[src/rtl/cpu_pkg.sv]
// Shared types and constants for the accumulator CPU.
// Opcode and FSM encodings live here so core, ALU and bench agree.
package cpu_pkg;

   localparam int DATA_W = 32;
   localparam int ADDR_W = 16;

   typedef enum logic [3:0] {
      OP_NOP   = 4'h0,
      OP_LOAD  = 4'h1,
      OP_STORE = 4'h2,
      OP_ADD   = 4'h3,
      OP_SUB   = 4'h4,
      OP_AND   = 4'h5,
      OP_OR    = 4'h6,
      OP_XOR   = 4'h7,
      OP_NOT   = 4'h8,
      OP_LDI   = 4'h9,
      OP_JMP   = 4'hA,
      OP_JZ    = 4'hB,
      OP_JN    = 4'hC,
      OP_SHL   = 4'hD,
      OP_SHR   = 4'hE,
      OP_HALT  = 4'hF
   } opcode_t;

   typedef enum logic [1:0] {
      ST_FETCH = 2'd0,
      ST_EXEC  = 2'd1,
      ST_HALT  = 2'd2
   } state_t;

   // Only opcode and operand are architecturally visible; [27:16] is dropped.
   typedef struct packed {
      opcode_t           op;
      logic [ADDR_W-1:0] arg;
   } ir_t;

   function automatic logic [DATA_W-1:0] sext16(input logic [15:0] v);
      return {{(DATA_W-16){v[15]}}, v};
   endfunction

endpackage

[src/rtl/cpu_alu.sv]
// Accumulator datapath: computes the next AC value for any opcode.
// Non-AC opcodes return the AC unchanged.
module cpu_alu
   import cpu_pkg::*;
(
   input  opcode_t           op,
   input  logic [DATA_W-1:0] ac,
   input  logic [DATA_W-1:0] mbr_r,
   input  logic [15:0]       imm16,
   output logic [DATA_W-1:0] res
);

   always_comb begin
      res = ac;
      unique case (op)
         OP_LOAD: res = mbr_r;
         OP_ADD:  res = ac + mbr_r;
         OP_SUB:  res = ac - mbr_r;
         OP_AND:  res = ac & mbr_r;
         OP_OR:   res = ac | mbr_r;
         OP_XOR:  res = ac ^ mbr_r;
         OP_NOT:  res = ~ac;
         OP_LDI:  res = sext16(imm16);
         OP_SHL:  res = {ac[DATA_W-2:0], 1'b0};
         OP_SHR:  res = {1'b0, ac[DATA_W-1:1]};
         default: res = ac;
      endcase
   end

endmodule

[src/rtl/cpu_core.sv]
// Two-cycle accumulator CPU: FETCH loads IR, EXEC runs it.
// Memory reads are combinational, so each phase needs one cycle.
module cpu_core
   import cpu_pkg::*;
#(
   parameter logic [ADDR_W-1:0] RESET_PC = '0
) (
   input  logic              clk,
   input  logic              reset,
   output logic [ADDR_W-1:0] MAR,
   input  logic [DATA_W-1:0] MBR_R,
   output logic [DATA_W-1:0] MBR_W,
   output logic              write
);

   localparam logic [1:0] S_FETCH = ST_FETCH;
   localparam logic [1:0] S_EXEC  = ST_EXEC;
   localparam logic [1:0] S_HALT  = ST_HALT;

   logic [1:0]        state_q, state_d;
   logic [ADDR_W-1:0] pc_q, pc_d;
   ir_t               ir_q, ir_d;
   logic [DATA_W-1:0] ac_q, ac_d;

   logic [DATA_W-1:0] alu_res;
   logic              take;
   logic              in_exec;

   cpu_alu u_alu (
      .op    (ir_q.op),
      .ac    (ac_q),
      .mbr_r (MBR_R),
      .imm16 (ir_q.arg),
      .res   (alu_res)
   );

   assign in_exec = (state_q == S_EXEC);

   always_comb begin
      take = 1'b0;
      unique case (1'b1)
         (ir_q.op == OP_JMP): take = 1'b1;
         (ir_q.op == OP_JZ):  take = (ac_q == '0);
         (ir_q.op == OP_JN):  take = ac_q[DATA_W-1];
         default:             take = 1'b0;
      endcase
   end

   always_comb begin
      state_d = state_q;
      pc_d    = pc_q;
      ir_d    = ir_q;
      ac_d    = ac_q;
      unique case (state_q)
         S_FETCH: begin
            ir_d.op  = opcode_t'(MBR_R[31:28]);
            ir_d.arg = MBR_R[ADDR_W-1:0];
            pc_d     = pc_q + 16'd1;
            state_d  = S_EXEC;
         end
         S_EXEC: begin
            ac_d = alu_res;
            if (take) pc_d = ir_q.arg;
            state_d = (ir_q.op == OP_HALT) ? S_HALT : S_FETCH;
         end
         default: begin
            state_d = state_q;
         end
      endcase
   end

   always_ff @(posedge clk or negedge reset) begin
      if (!reset) begin
         state_q <= S_FETCH;
         pc_q    <= RESET_PC;
         ir_q    <= '0;
         ac_q    <= '0;
      end else begin
         state_q <= state_d;
         pc_q    <= pc_d;
         ir_q    <= ir_d;
         ac_q    <= ac_d;
      end
   end

   // Bus muxing is purely from state, so async reset clears write at once.
   assign MAR   = in_exec ? ir_q.arg : pc_q;
   assign write = in_exec && (ir_q.op == OP_STORE);
   assign MBR_W = ac_q;

endmodule

[config.mk]
export PLATFORM = sky130hd
export DESIGN_NAME = cpu_core
export DESIGN_NICKNAME = d
export VERILOG_FILES = /design/src/rtl/cpu_pkg.sv /design/src/rtl/cpu_alu.sv /design/src/rtl/cpu_core.sv
export SDC_FILE = /design/constraint.sdc
export NUM_CORES = 1
export LEC_CHECK = 0
export BUFFER_PORTS_ARGS = -buffer_cell sky130_fd_sc_hd__buf_4
export CORE_MARGIN = 2
export CORE_UTILIZATION = 30
export DETAILED_ROUTE_END_ITERATION = 12
export HOLD_SLACK_MARGIN = 0.06
export PLACE_DENSITY = 0.46
export SKIP_LAST_GASP = 1
export SYNTH_ARGS = -nofsm -noshare
export SYNTH_HDL_FRONTEND = slang
export SYNTH_SLANG_ARGS = --single-unit
[constraint.sdc]
create_clock -name clk -period 8.52 [get_ports clk]
set_input_delay 1.704 -clock clk [delete_from_list [all_inputs] [get_ports clk]]
set_output_delay 1.704 -clock clk [all_outputs]
set_load 0.02 [all_outputs]
# --- Word-level counts from Yosys, hierarchy flattened ---
# Index checks and enable logic that the tools add are counted.
word_totals:
  reg_bits: 70
  elab_cells: 43
  inputBits: 34
op_classes:
  mux: 7
  n_eq_ne: 17
  n_reduce_logical: 7
  n_bitwise: 4
  n_addsub: 3
op_table:
  columns: ["op", "n"]
  rows:
  - ["one-hot mux 32 bit (10 select lines)", 1]
  - ["adder 32 bit", 1]
  - ["bitwise AND 32 bit", 1]
  - ["equality test 4 bit, second input constant", 8]
  - ["zero test 32 bit", 1]
  - ["2-to-1 mux 16 bit", 2]
  - ["inverter 32 bit", 1]
  - ["OR 32 bit", 1]
  - ["one-hot mux 16 bit (2 select lines)", 1]
  - ["subtractor 32 bit", 1]
  - ["bitwise XOR 32 bit", 1]
  - ["adder 16 x 1 -> 16 bit, second input constant", 1]
  - ["equality test 4 x 3 -> 1 bit, second input constant", 4]
  - ["nonzero test 10 bit", 1]
  - ["equality test 4 x 2 -> 1 bit, second input constant", 2]
  - ["equality test 4 x 1 -> 1 bit, second input constant", 1]
  - ["one-hot mux 2 bit (2 select lines)", 1]
  - ["AND reduction 2 bit", 2]
  - ["one-hot mux 1 bit (3 select lines)", 1]
  - ["equality test 2 x 1 -> 1 bit, second input constant", 1]
  - ["zero test 2 bit", 1]
  - ["2-to-1 mux 2 bit", 1]
  - ["!= test 2 bit, second input constant", 1]
  - ["nonzero test 2 bit", 1]
  - ["logical AND 1 bit", 1]

# --- Longest topological paths before layout ---
logic_depth:
  word_depth: 4
  ltp_mapped: 17
  depth_no_buf: 17

# --- Hierarchy ---
# From an unflattened synthesis, not the netlist that was laid out.
unflattened:
  cells_unflattened: 1178
  area_unflattened_um2: 8811.0
modules_own_cells:
  columns: ["module", "area_each_um2", "instances", "cells_per_inst", "seq_area_each_um2"]
  rows:
  - ["cpu_alu", 5285.1, 1, 790, 0.0]
  - ["cpu_core", 3525.9, 1, 388, 1751.7]

# --- Least setup slack after synthesis ---
# Ideal clock, no wire load.
synth_timing:
  path_kind: "in2reg"
  startpoint: "input MBR_R[15]"
  endpoint: "register ac_q[31] (netlist: MBR_W[31])"
  arrival_ps: 4924
  path_slack_ps: 3475
  required_time_ps: 8399
  path_stages: 15
  setup_time_ps: 121
  cell_sequence: "or4_4 nor3_1 and3_1 nor4b_4 a41oi_1 xnor2_1 ha_1 and2_1 a221oi_1 o21ai_0 a21o_1 or2_2 a211o_1 nand4_1 o21ai_1"
synth_via:
  elab_chain_len: 2
  elab_cells_between_ends: 3
  cone_classes: "add/sub: 2; mux: 1"
synth_lines:
  columns: ["item", "line", "source"]
  rows:
  - ["from (decl)", "cpu_core.sv:11", "input logic [DATA_W-1:0] MBR_R,"]
  - ["subtractor 32 bit / adder 32 bit (equally long branches)", "cpu_alu.sv:18, cpu_alu.sv:17", null]
  - ["one-hot mux 32 bit (10 select lines) *", "cpu_alu.sv:15", "unique case (op)"]
  - ["to (signal assigned)", "cpu_core.sv:77", "ac_q <= '0;"]
  - ["to (signal assigned)", "cpu_core.sv:82", "ac_q <= ac_d;"]
  - ["to (decl)", "cpu_core.sv:23", "logic [DATA_W-1:0] ac_q, ac_d;"]
# Every way passes the cells marked *; elsewhere a longest branch is shown, timed or not.
# A chain may end at the register's enable or synchronous reset.

# --- Final worst setup path ---
layout_timing:
  startpoint: "input MBR_R[3]"
  endpoint: "register ac_q[31] (netlist: MBR_W[31])"
# Same word-level chain as after synthesis.

==> results.md <==
- Slew HR: 19.1%
- Worst-Skew Late Latency: around 0.37 ns
- Post-route ant nets: 0
- Vias after detailed routing: 8671
- Most frequent cells in the layout: nand2_1 (136), buf_4 (102), ha_1 (97)
- GPL Wtd Cong: just over 0.9
- Die area: 0.0293 sq mm
- DRC violations left: 0
- Setup repair bufs after CTS: 0
- Post-Synthesis Cells: approximately 1100
- Met1 Use GR: 32.2%
- Static leakage: 0.00423 uW
- Met3 usage in global routing: under 10%
- Synth Flop Type: dfrtp_1
- WS Path Type: primary input to register
- Bufs on Longest Clock Path: 2
- First-pass GRT wire length: 51800 microns
- Post-layout nets: 1264
- Post-CTS sizing: 0
- TritonCTS Buffers: 9
- Crit. End Element: register
- Actual slew at the worst max-slew pin: roughly 1.2 ns
- Synth Warn #: 0
- Core area: around 0.028 sq mm
- Commonest non-fill, non-tap cell in the layout: nand2_1
- Unique cell type count in the Yosys netlist: 76
- Maximum vdd drop: 0.195 mV
- Share of cells above drive strength 1: ~15%
- Worst Clk Skew: ~0.015 ns
- H-tree depth: 3
- # port buffers: 82
- Largest net degree at the start of global routing: 55
- Grt peak-use layer: met2
- Die height: 171 microns
- Global route overflow: 0
- Max Fclk: ~180 MHz
- Synthesized Nets: roughly 1200
- Total GRT Usage: 23.3%
- Row count: slightly above 60
- DRT iter0 DRCs: just over 800
- Hold_ws: 0.511 ns
- WL/cell: between 20 and 25 microns
- Drt pass-1 iters: 6
- Vias in the first global route: 8384
- Via density: 5.72
- Antenna diodes: 0
- Area growth, synth to finish: 15.5%
- Clk sinks: 70
- Antenna violations before repair: 0
- PwrDens: approximately 450 mW/mm^2
- Die extent in x: approximately 170 microns
- Final WL: 33800 microns
- Routing usage on met2: 37.1%
- Worst EP arrival: 5.70 ns
- Worst endpoint required time: 8.77 ns
- Max-slew violation count: 0
- EDFF count, synth: 0
- Run status: complete, no violations
- CTS tree: done
- Seq/Total Area, Yosys: 20.9%
- CP max FO: 8
- Hpwl dp: 24600 microns
- Ys async rst share: 100%
- Synthesized flop and latch total: 70
- Final hold violations: 0
- Critical path launch point type: primary input
- Clock slew at reported path FFs: roughly 0.07 ns
- Final min period: 5.45 ns
- Setup TNS: 0 ns
- Initial core utilization: 30.3%
- Synth Area per Inst: 7.78 sq um
- Hold crit path type: register to register
- RSZ-0062 raised after global routing: no
- Cts hold-fix bufs: 0
- Max-cap violation count: 0
- Final setup fails: 0
- IO Count: 83
- Clock root buffer: clkbuf_16
- Final critical-path share of the clock period: roughly 64%
- Post-synthesis cell area: 0.00838 sq mm
==> kinds of logic after synthesis <==
| kind of cell | share of synthesized area [%] |
|---|---|
| buffers and inverters | 6.57 |
| AOI/OAI and AO/OA | 27.7 |
| xor gates and xnor gates | 6.07 |
| DFF | 20.9 |
| adders and majority gates | 14.7 |
| muxes | 4.30 |
| and+or+nand+nor | 19.8 |
==> where the power goes <==
group	internal (uW)	switching (uW)	total, uW	leakage, uW
registers	497	349	846	0.000829
logic	1190	1930	3120	0.00326
clock network	235	195	430	0.000148
==> critical path: stages <==
cell	delay [ns]
buf_4	0.15
nor4_2	0.46
nor3b_2	0.45
and3_1	0.35
nor4b_4	0.34
a21oi_1	0.14
xnor2_1	0.14
ha_1	0.36
a21o_1	0.19
a221oi_1	0.32
o21ai_0	0.13
a21o_1	0.21
or2_2	0.30
a211o_1	0.29
nand4_1	0.09
o21ai_1	0.07
==> state kept, by name (all words and copies together) (netlist names) <==
register	cells
MBR_W	32
ir_q	20
pc_q	16
state_q	2
==> synth_stat cells, types with 10 or more instances <==
cell | number | area share, %
a31oi_1 | 16 | 1.2
o2111ai_1 | 12 | 1.3
nand2_1 | 136 | 6.1
o21ai_0 | 67 | 4.0
dfrtp_1 | 70 | 21
ha_1 | 97 | 14
nor3_1 | 23 | 1.4
nand3_1 | 21 | 1.3
a21o_1 | 15 | 1.3
a221oi_1 | 21 | 2.2
mux2_2 | 24 | 3.2
and3_1 | 13 | 0.97
inv_1 | 77 | 3.4
a21oi_1 | 93 | 5.6
nand4_1 | 14 | 1.0
o22ai_1 | 12 | 0.90
clkbuf_1 | 32 | 1.4
nor4_1 | 12 | 0.90
nor2_1 | 68 | 3.0
buf_2 | 20 | 1.2
nor2b_1 | 11 | 0.82
a211oi_1 | 14 | 1.3
a22oi_1 | 13 | 1.2
o211ai_1 | 10 | 0.90
o31ai_1 | 10 | 0.90
xnor2_1 | 46 | 4.8
==> layer usage <==
layer | routed length, microns | vias to the layer above
li1 | - | 4075
met2 | 15100 | 357
met5 | 0 | -
met1 | 15300 | 4195
met4 | 1110 | 0
met3 | 2290 | 44
==> layout make-up <==
cell class                 count  area (sq um)
fill                        2994         17900
multi-input combinational    872          6090
sequential                    70          1750
timing repair buffer         102           766
tap                          378           473
inverter                      77           289
clock buffer                   9           225
clock inverter                 7          87.6
==> per-stage QoR <==
| stage | total power [uW] | instances | setup slack, ns | area, sq um | utilization [%] |
|---|---|---|---|---|---|
| after floorplan | 2880 | 1077 | 3.48 | 8380 | - |
| after detailed placement | 3930 | 1499 | 2.78 | 9370 | 33.9 |
| after global placement | 3940 | 1499 | 2.78 | 9370 | 33.9 |
| final | 4400 | 1515 | 3.07 | 9690 | 35.1 |
| after CTS | 4380 | 1515 | 3.16 | 9690 | 35.1 |
| after global routing | 4750 | 1515 | 2.83 | 9690 | 35.1 |
==> worst paths after layout <==
kind,start,end,slack (ns),depth (start not counted)
max reg2reg,ir_q[18]$_DFFE_PN0P_,MBR_W[26]$_DFFE_PN0P_,4.26,14
min,pc_q[15]$_DFFE_PN0P_,pc_q[15]$_DFFE_PN0P_,0.51,2
max,MBR_R[3],MBR_W[31]$_DFFE_PN0P_,3.07,16
min reg2reg,pc_q[15]$_DFFE_PN0P_,pc_q[15]$_DFFE_PN0P_,0.51,2
min in group asynchronous,reset,MBR_W[27]$_DFFE_PN0P_,1.22,1
max in group asynchronous,reset,MBR_W[10]$_DFFE_PN0P_,6.19,2
Note: power is estimated with default switching activity, not from simulation.
